<file path="config.mk">
export PLATFORM = sky130hd
export DESIGN_NAME = ball_vertical_bounce_flat
export DESIGN_NICKNAME = d
export VERILOG_FILES = /design/src/rtl/ball_vertical_bounce_if.sv /design/src/rtl/ball_vertical_bounce.sv /design/src/flat_wrapper.sv
export SDC_FILE = /design/constraint.sdc
export NUM_CORES = 1
export LEC_CHECK = 0
export ABC_AREA = 1
export ABC_CLOCK_PERIOD_IN_PS = 3350
export CORE_MARGIN = 4
export CORE_UTILIZATION = 30
export CTS_CLUSTER_SIZE = 20
export DETAILED_ROUTE_END_ITERATION = 10
export DONT_BUFFER_PORTS = 1
export PLACE_DENSITY = 0.47
export SYNTH_ARGS = -nofsm -noshare
export SYNTH_HDL_FRONTEND = slang
export SYNTH_SLANG_ARGS = --single-unit
</file>
<file path="constraint.sdc">
create_clock -name i_Clk -period 3.35 [get_ports i_Clk]
set_clock_uncertainty 0.1 [all_clocks]
set_input_delay 0.67 -clock i_Clk [delete_from_list [all_inputs] [get_ports i_Clk]]
set_output_delay 0.67 -clock i_Clk [all_outputs]
set_load 0.01 [all_outputs]
</file>
<file path="src/rtl/ball_vertical_bounce_if.sv">
// Bundles the signals between the VGA timing generator, the vertical ball generator and the vertical bounce block.
// BALL_BOUNCE_COUNT_EN adds the 8-bit bounce counter output.
interface ball_vertical_bounce_if;
  logic       i_HReset;
  logic       i_VBlank;
  logic       i_Ball_Video;
  logic       o_VDir;
  logic       o_Bounce;
`ifdef BALL_BOUNCE_COUNT_EN
  logic [7:0] o_Bounce_Count;

  modport master (
    output i_HReset, i_VBlank, i_Ball_Video,
    input  o_VDir, o_Bounce, o_Bounce_Count
  );
  modport slave (
    input  i_HReset, i_VBlank, i_Ball_Video,
    output o_VDir, o_Bounce, o_Bounce_Count
  );
`else
  modport master (
    output i_HReset, i_VBlank, i_Ball_Video,
    input  o_VDir, o_Bounce
  );
  modport slave (
    input  i_HReset, i_VBlank, i_Ball_Video,
    output o_VDir, o_Bounce
  );
`endif
endinterface

</file>
<file path="src/rtl/ball_vertical_bounce.sv">
// Vertical ball direction: latches top/bottom edge contact during the visible frame, commits a reversal at VBLANK start.
// Define BALL_BOUNCE_COUNT_EN to add a wrapping 8-bit count of committed bounces.
module ball_vertical_bounce #(
  parameter int unsigned p_LINES     = 480,
  parameter bit          p_INIT_VDIR = 1'b1
) (
  input  logic                  i_Clk,
  input  logic                  i_Reset,
  ball_vertical_bounce_if.slave bus
);

  localparam logic [9:0] LAST_LINE = 10'(p_LINES - 1);

  typedef enum logic [1:0] {
    S_WAIT_FRAME,
    S_ACTIVE,
    S_DECIDE,
    S_BLANK
  } state_t;

  state_t     state_q, state_d;
  logic       vblank_q;
  logic [9:0] line_q, line_d;
  logic       top_hit_q, top_hit_d;
  logic       bot_hit_q, bot_hit_d;
  logic       vdir_q, vdir_d;
  logic       bounce_q, bounce_d;
  logic       vb_rise, vb_fall;

  assign vb_rise = bus.i_VBlank & ~vblank_q;
  assign vb_fall = ~bus.i_VBlank & vblank_q;

  // Saturates on the last visible line so extra HResets can never alias back to line 0.
  always_comb begin
    line_d = line_q;
    if (bus.i_VBlank) begin
      line_d = '0;
    end else if (bus.i_HReset && (line_q != LAST_LINE)) begin
      line_d = line_q + 10'd1;
    end
  end

  always_comb begin
    state_d   = state_q;
    top_hit_d = top_hit_q;
    bot_hit_d = bot_hit_q;
    vdir_d    = vdir_q;
    bounce_d  = 1'b0;
    case (state_q)
      S_WAIT_FRAME: begin
        if (vb_fall) state_d = S_ACTIVE;
      end
      S_ACTIVE: begin
        if (bus.i_Ball_Video && (line_q == '0))        top_hit_d = 1'b1;
        if (bus.i_Ball_Video && (line_q == LAST_LINE)) bot_hit_d = 1'b1;
        if (vb_rise) state_d = S_DECIDE;
      end
      S_DECIDE: begin
        // Only the edge in the direction of travel can reverse the ball.
        if (vdir_q && bot_hit_q) begin
          vdir_d   = 1'b0;
          bounce_d = 1'b1;
        end else if (!vdir_q && top_hit_q) begin
          vdir_d   = 1'b1;
          bounce_d = 1'b1;
        end
        state_d = S_BLANK;
      end
      S_BLANK: begin
        top_hit_d = 1'b0;
        bot_hit_d = 1'b0;
        if (vb_fall) state_d = S_ACTIVE;
      end
      default: state_d = S_WAIT_FRAME;
    endcase
  end

  always_ff @(posedge i_Clk) begin
    if (i_Reset) begin
      state_q   <= S_WAIT_FRAME;
      vblank_q  <= 1'b1;
      line_q    <= '0;
      top_hit_q <= 1'b0;
      bot_hit_q <= 1'b0;
      vdir_q    <= p_INIT_VDIR;
      bounce_q  <= 1'b0;
    end else begin
      state_q   <= state_d;
      vblank_q  <= bus.i_VBlank;
      line_q    <= line_d;
      top_hit_q <= top_hit_d;
      bot_hit_q <= bot_hit_d;
      vdir_q    <= vdir_d;
      bounce_q  <= bounce_d;
    end
  end

  assign bus.o_VDir   = vdir_q;
  assign bus.o_Bounce = bounce_q;

`ifdef BALL_BOUNCE_COUNT_EN
  logic [7:0] cnt_q, cnt_d;

  assign cnt_d = cnt_q + 8'(bounce_d);

  always_ff @(posedge i_Clk) begin
    if (i_Reset) begin
      cnt_q <= '0;
    end else begin
      cnt_q <= cnt_d;
    end
  end

  assign bus.o_Bounce_Count = cnt_q;
`endif

endmodule

</file>
<file path="src/flat_wrapper.sv">
// flat-port wrapper written by rule: the top's interface ports become plain ports
module ball_vertical_bounce_flat 
#(
  parameter int unsigned p_LINES     = 480,
  parameter bit          p_INIT_VDIR = 1'b1
)
  (i_Clk, i_Reset, bus_i_HReset, bus_i_VBlank, bus_i_Ball_Video, bus_o_VDir, bus_o_Bounce);
  ball_vertical_bounce_if bus_i ();
  input  logic i_Clk;
  input  logic i_Reset;
  input wire logic [$bits(bus_i.i_HReset)-1:0] bus_i_HReset;
  input wire logic [$bits(bus_i.i_VBlank)-1:0] bus_i_VBlank;
  input wire logic [$bits(bus_i.i_Ball_Video)-1:0] bus_i_Ball_Video;
  output wire logic [$bits(bus_i.o_VDir)-1:0] bus_o_VDir;
  output wire logic [$bits(bus_i.o_Bounce)-1:0] bus_o_Bounce;
  assign bus_i.i_HReset = bus_i_HReset;
  assign bus_i.i_VBlank = bus_i_VBlank;
  assign bus_i.i_Ball_Video = bus_i_Ball_Video;
  assign bus_o_VDir = bus_i.o_VDir;
  assign bus_o_Bounce = bus_i.o_Bounce;
  ball_vertical_bounce #(.p_LINES(p_LINES), .p_INIT_VDIR(p_INIT_VDIR)) u_core (.i_Clk(i_Clk), .i_Reset(i_Reset), .bus(bus_i));
endmodule
</file>
Yosys cells after proc, flatten, opt, wreduce, memory -nomap -nowiden
Cells that the tools add are included.

storage, ports and cells
  flip-flop bits (word level) = 17
  bits of input ports = 5
  output and inout port bits = 2
  logic and storage cells = 50

operators by class
  add/sub/neg operators = 1
  equal/unequal tests = 9
  multiplexer cells = 11
  bitwise gates (word level) = 5
  reduce and logical (&&, ||, !) cells = 17

operators by type and width
  kind                   number
  $add 10x1->10 const B  1
  $eq 10x9->1 const B    1
  $logic_not 10->1       1
  $ne 10x9->1 const B    1
  $ne 2x1->1 const B     4
  $reduce_and 2->1       4
  $mux 1                 6
  $pmux 2 s3             1
  $reduce_or 2->1        3
  $logic_and 1x1->1      5
  $eq 2x2->1 const B     2
  $mux 2                 2
  $pmux 1 s2             2
  $reduce_bool 2->1      2
  $not 1->1              3
  $and 1x1->1            2
  $eq 2x1->1 const B     1
  $logic_not 2->1        1
  $logic_not 1->1        1

Logic depth before layout (Yosys ltp)
Gate-level depths: netlist of the first run.

  depth after elaboration = 4
  gate-level depth with buffers = 9
  mapped depth without buffers = 9

Worst setup path after synthesis of the first run
Ideal clock, no wire load.

  path type = reg2reg
  start = register u_core.line_q[0]
  end = register u_core.line_q[2]
  setup time = 0.118 ns
  arrival time = 1.172 ns
  required time = 3.132 ns
  setup slack = 1.960 ns
  stages on the path, launching flop included = 9
  path buffers = 0
  clock period less this slack = 1.390 ns
  cells stage by stage = dfxtp_1 > ha_1 > nand3_2 > inv_2 > nand3_4 > nand2_4 > inv_1 > nand2_1 > a21oi_2

between the ends
  longest elaborated chain between the ends = 2
  elaborated cells on any way between the ends = 3
  classes of those cells = add/sub: 1; eq/ne: 1; reduce/logical: 1

ends and longest elaborated chain
  element                                                RTL line                    source
  start: declaration                                     ball_vertical_bounce.sv:23  logic [9:0] line_q, line_d;
  start signal: assignment                               ball_vertical_bounce.sv:90  line_q <= line_d;
  branches (longest 2 deep; another with $add 10x1->10)  n/a

Parallel ways; which one is timed is not known.
A chain may end at the register's enable or synchronous reset.

Final worst setup path of the first run
Ends and elaborated chain as after synthesis.

==> flow_metrics.py, run 1 <==
metrics = {
    "status": {
        "outcome": "complete, no violations",
    },
    "logic_synthesis": {
        "seq_area_frac_synth_pct": 35.3,
        "yosysWarningCount": 0,
        "netlist_instances": 144,
        "syn_avg_cell_area_um2": 6.69,
        "yosysUniqueCellTypes": 21,
        "syn_nets": 154,
        "ys_ff_latch": 17,
        "syn_area_um2": 963,
    },
    "floorplanning": {
        "die_y_um": 64.7,
        "num_rows": 20,
        "ios": 7,
        "start_util_pct": 31.6,
        "die_w_um": 64.7,
        "dieArea_mm2": 0.00418,
        "core_area_mm2": 0.00305,
    },
    "finish": {
        "most-common-layout-cells": "nand2_1 (41), inv_1 (21), nor2_1 (18)",
        "layout_commonest_cell": "nand2_1",
        "final_util_pct": 34.0,
        "drive_gt1_share_pct": 5.44,
        "final_cells": 191,
        "nFillCells": 363,
        "diodes": 0,
        "final_nets": 158,
        "area_delta_synth_final_pct": 7.66,
        "postLayoutCellArea_mm2": 0.00104,
    },
    "routing": {
        "drt_wl_total_mm": 1.95,
        "ant_nets": 0,
        "via_count": 851,
        "drc": 0,
        "routedWlPerCell_um": 10.2,
        "drt_iter0_drc": 21,
        "routed_via_density": 4.46,
        "first_pass_iters": 4,
    },
    "clocking": {
        "htreeDepth": 1,
        "cts-buffers-inserted": 3,
        "tritoncts": "yes",
        "cts_buffer_depth": 2,
        "hold_buffers": 0,
        "cts_root_buf": "clkbuf_4",
        "cts_setup_buffers": 0,
        "cts_sinks": 17,
        "worstSkewPairLatency_ps": 290,
        "ctsResizeCount": 0,
        "path_clk_slew_ps": 100,
    },
    "setup_path": {
        "r2r_end": "u_core.line_q[2]",
        "cp-start-kind": "flop",
        "rr_startpoint": "u_core.line_q[0]",
        "crit_type": "reg -> reg",
        "reg2reg_depth": 8,
        "crit_path_end_kind": "flop",
        "r2r_setup_slack_ps": 1770,
        "worstPathRequired_ps": 3440,
        "cp.arrival_ps": 1670,
        "worstPathMaxFanout": 10,
    },
    "grt": {
        "grt_pass1_wl_mm": 3.57,
        "grt_max_degree": 11,
        "grt_pass1_vias": 850,
        "antenna_found_initial": 0,
        "grt-ovfl-total": 0,
        "grt_usage_pct": 11.0,
    },
    "placed_design": {
        "portBuffers": 0,
        "finalWeightedCongestion": 0.853,
        "dp_hpwl_mm": 1.59,
        "place_area_mm2": 0.00101,
        "place_ws_ps": 1770,
        "dp.cells": 187,
    },
    "sta": {
        "hold_ws_ps": 337,
        "finalHoldViolCount": 0,
        "finalSetupViolCount": 0,
        "slew_headroom_pct": 75.1,
        "post-route-period-util_pct": 47.1,
        "slew_violations": 0,
        "worst_slack_ps": 1770,
        "setup_tns_ps": 0,
        "rsz0062_at_grt": "false",
        "fin_crit_ps": 1580,
        "max_freq_ghz": 0.633,
        "worst_slew_pin_slew_ps": 372,
    },
    "power": {
        "peakVddDrop_mv": 0.196,
        "finalPower_mw": 0.441,
        "leakagePower_nw": 0.416,
        "p_per_area_mw_per_mm2": 425,
    },
    "hold_path": {
        "holdPathEnd": "u_core.bus.o_Bounce",
        "worstHoldStart": "i_Reset",
        "whs_path_depth": 1,
        "hp-class": "in -> reg",
    },
    "flow_run": {
        "maxCapViolations": 0,
    },
}
==> per-layer routing <==
layer,vias to the layer above,GRT usage (%),share of wire (%)
met5,-,0,0
met4,0,2.37,0.97
met3,2,4.68,5.3
met2,13,18.9,45
met1,376,12.7,48
li1,460,-,-
==> worst max-delay path, stage by stage (launching register included) <==
cell and delay (ps):
dfxtp_1 400, ha_1 230, nand3_2 160, inv_2 120, nand3_4 100, nand2_4 130, inv_1 100, nand2_1 80
a21oi_2 50
==> Yosys cell counts <==
cell type | count | area [µm²]
nand2_4 | 1 | 11.3
o21ai_0 | 8 | 40.0
nand2_1 | 41 | 154
dfxtp_1 | 17 | 340
nand3_4 | 1 | 17.5
buf_4 | 1 | 7.51
o21a_1 | 1 | 7.51
ha_1 | 5 | 62.6
inv_2 | 1 | 3.75
nand4_1 | 2 | 12.5
a22oi_1 | 1 | 7.51
xnor2_1 | 2 | 17.5
a21oi_2 | 1 | 8.76
nand3_2 | 1 | 10.0
nor3_1 | 2 | 10.0
inv_1 | 21 | 78.8
xor2_1 | 1 | 8.76
nand3_1 | 11 | 55.1
a21oi_1 | 7 | 35.0
nor3b_1 | 1 | 7.51
nor2_1 | 18 | 67.6
==> worst max path at each step <==
stage	start	to	slack [ps]	cells past startpoint
after floorplan	u_core.line_q[0]	u_core.line_q[2]	1960	8
after global placement	u_core.line_q[0]	u_core.line_q[9]	1780	8
after detailed placement	u_core.line_q[0]	u_core.line_q[9]	1770	8
after CTS	u_core.line_q[0]	u_core.line_q[2]	1750	8
after global routing	u_core.line_q[0]	u_core.line_q[8]	1570	8
final	u_core.line_q[0]	u_core.line_q[2]	1770	8
==> cell type report <==
class	instances	area [µm²]	share of cell area [%]
Sequential cell	17	340	32.8
Inverter	22	82.6	7.96
Multi-Input combinational cell	104	533	51.4
Tap cell	44	55.1	5.31
Clock buffer	4	26.3	2.53
==> kinds of logic (layout without fill, tap and decap cells) <==
kind of cell / Yosys count / count (layout) / synth area share, %
compound gates: 18 / 18 / 10.3
flops: 17 / 17 / 35.3
fa+ha+maj: 5 / 5 / 6.49
buf+inv: 23 / 26 / 9.35
simple gates: 78 / 78 / 35.8
xor+xnor: 3 / 3 / 2.73
==> sequential cells by signal, summed over array words and instances, names as in the netlist <==
register	cells
u_core.top_hit_q	1
u_core.bot_hit_q	1
u_core.state_q	2
u_core.vblank_q	1
u_core.bus.o_Bounce	1
u_core.line_q	10
u_core.bus.o_VDir	1
==> where the power goes <==
part           leakage, nW  total (mW)  internal [mW]  switching (mW)
combinational        0.263      0.0959         0.0395          0.0564
sequential           0.138       0.232          0.218          0.0146
clock               0.0150       0.113         0.0463          0.0667
(Power assumes the default switching activity.)
==> run 2, diff against run 1 <==
ABC_CLOCK_PERIOD_IN_PS = 1390   (was 3350)
PLACE_DENSITY = 0.48   (was 0.47)
clock period = 1.39 ns   (was 3.35 ns; I/O delays follow)
==> run 2 against run 1 <==
Compared with the run above: sequential power grew 140%; sequential share of layout area fell by 6.5 points; utilization is 9.7 points higher; setup slack got worse by 1800 ps; register-to-register slack worse by 1800 ps; maximum frequency rose by 14%; wire length increased by 20%; power grew to 2.6 times the previous value; clock power grew 140%; via count up 12%; flip-flop and latch count unchanged; non-clock buffer count rose by 18; largest power group unchanged; highest routed layer unchanged.
==> flow_metrics.py, run 2 (synthesized netlist as in run 1, its figures left out) <==
metrics = {
    "power": {
        "finalPower_mw": 1.16,
        "p_per_area_mw_per_mm2": 874,
        "peakVddDrop_mv": 0.295,
        "leakagePower_nw": 0.553,
    },
    "setup_path": {
        "cp.arrival_ps": 1450,
        "worstPathMaxFanout": 4,
        "crit_path_end_kind": "flop",
        "worstPathRequired_ps": 1460,
        "crit_type": "reg -> reg",
        "critPathSlowestCell": "dfxtp_2",
        "crit_chain": "ha_4 > nand3_4 > buf_4 > o21ai_1 > nand2_1 > nand2_2 > a21oi_2",
        "cp-start-kind": "flop",
        "worst_path_largest_cell_delay_ps": 370,
    },
    "clocking": {
        "cts_sinks": 17,
        "worstSkewPairLatency_ps": 290,
        "cts_buffer_depth": 2,
        "tritoncts": "yes",
        "path_clk_slew_ps": 110,
        "htreeDepth": 1,
        "cts-buffers-inserted": 3,
        "cts_root_buf": "clkbuf_4",
    },
    "finish": {
        "nFillCells": 329,
        "drive_gt1_share_pct": 35.5,
        "postLayoutCellArea_mm2": 0.00133,
        "diodes": 0,
        "most-common-layout-cells": "nand2_1 (35), inv_1 (18), nor2_1 (16), buf_4 (16), nand3_1 (10)",
        "largest_reg_flops": 10,
        "final_util_pct": 43.6,
        "layout_commonest_cell": "nand2_1",
        "multiInputGateArea_um2": 669,
        "area_delta_synth_final_pct": 38.3,
        "largest_registers": "u_core.line_q: 10 flops, u_core.state_q: 2 flops",
        "final_nets": 177,
        "top_register": "u_core.line_q",
        "seqCellArea_um2": 350,
    },
    "routing": {
        "drc": 0,
        "via_count": 952,
        "ant_nets": 0,
        "drt_wl_total_mm": 2.34,
        "drt_iter0_drc": 37,
        "routed_via_density": 4.53,
        "routedWlPerCell_um": 11.1,
        "first_pass_iters": 4,
    },
    "grt": {
        "met3_usage_pct": 2.25,
        "grt_pass1_wl_mm": 3.98,
        "grt-ovfl-total": 0,
        "use_met1_pct": 15.2,
        "antenna_found_initial": 0,
        "grt_usage_pct": 11.7,
        "top_usage_layer": "met2",
        "grt_max_degree": 10,
        "grtUsageMet2_pct": 20.6,
        "grt_pass1_vias": 902,
    },
    "sta": {
        "worst_slack_ps": 9.16,
        "finalSetupViolCount": 0,
        "worst_slew_pin_slew_ps": 244,
        "max_freq_ghz": 0.724,
        "setup_tns_ps": 0,
        "post-route-period-util_pct": 99.3,
        "fin_crit_ps": 1380,
        "rsz0062_at_grt": "true",
        "finalHoldViolCount": 0,
        "slew_violations": 0,
        "slew_headroom_pct": 83.7,
    },
    "status": {
        "outcome": "complete, no violations",
    },
    "floorplanning": {
        "ios": 7,
        "core_area_mm2": 0.00305,
        "num_rows": 20,
        "die_w_um": 64.7,
        "die_y_um": 64.7,
        "dieArea_mm2": 0.00418,
        "start_util_pct": 31.6,
    },
    "hold_path": {
        "hp-class": "in -> reg",
    },
    "flow_run": {
        "maxCapViolations": 0,
    },
    "placed_design": {
        "place_area_mm2": 0.00112,
        "portBuffers": 0,
        "finalWeightedCongestion": 0.745,
        "place_ws_ps": -54.8,
        "dp_hpwl_mm": 1.67,
    },
}
run 2: cell count changes in the layout (fill, tap and decap cells not counted), moves of 4 or more:
cell     delta
o21ai_0     -7
a21oi_1     -4
dfxtp_1     -8
nand2_2     +4
dfxtp_2     +8
nand2_1     -6
a21oi_2     +4
o21ai_1     +6
buf_4      +16
run 2: final timing paths:
| kind | depth (start not counted) | slack (ps) | endpoint | startpoint |
|---|---|---|---|---|
| worst max-delay path | 7 | 9 | u_core.line_q[8] | u_core.line_q[1] |
| worst min-delay path | 2 | 4 | u_core.bus.o_VDir | i_Reset |
| worst max register to register | 7 | 9 | u_core.line_q[8] | u_core.line_q[1] |
| worst min register to register | 2 | 440 | u_core.top_hit_q | u_core.top_hit_q |
run 2: critical path: cells and delay by family (launching register included):
kind / cells / cell delay [ps]
adder cells (fa/ha/maj): 1 / 150
AND/OR/NAND/NOR: 3 / 270
buffers and inverters: 1 / 170
AO/OA/AOI/OAI: 2 / 190
flip-flops: 1 / 370
run 2: routing by layer:
layer	vias up	wire length [µm]
met1	442	1110
met5	-	0
li1	498	-
met2	8	1140
met3	4	65
met4	0	26
run 2: area by class of cell:
cell class / count / area share [%]
flip-flops and latches: 17 / 26.3
repair buffers: 18 / 10.6
multi-input cells: 105 / 50.2
clock buffers: 4 / 1.97
well taps: 44 / 4.13
inverters: 22 / 6.76
run 2: what timing repair did:
action | CTS | global route
gates cloned | 1 | 0
pin swaps | 2 | 11
hold endpoints to repair | 4 | 0
buffers inserted | 2 | 1
endpoints found under the setup margin | 10 | 14
hold buffers | 1 | 0
resized for setup | 7 | 43
run 2: power by group:
part	total (mW)	switching, mW	internal [mW]
clock network	0.271	0.160	0.111
registers	0.563	0.0317	0.531
logic	0.331	0.181	0.150
total	1.16	0.372	0.793
run 2: metrics by stage:
stage	hold WS (ps)	std cells
finish	4.20	210
global route	7.91	210
CTS	2.90	209
detailed placement	253	201
global placement	251	201
floorplan	247	144
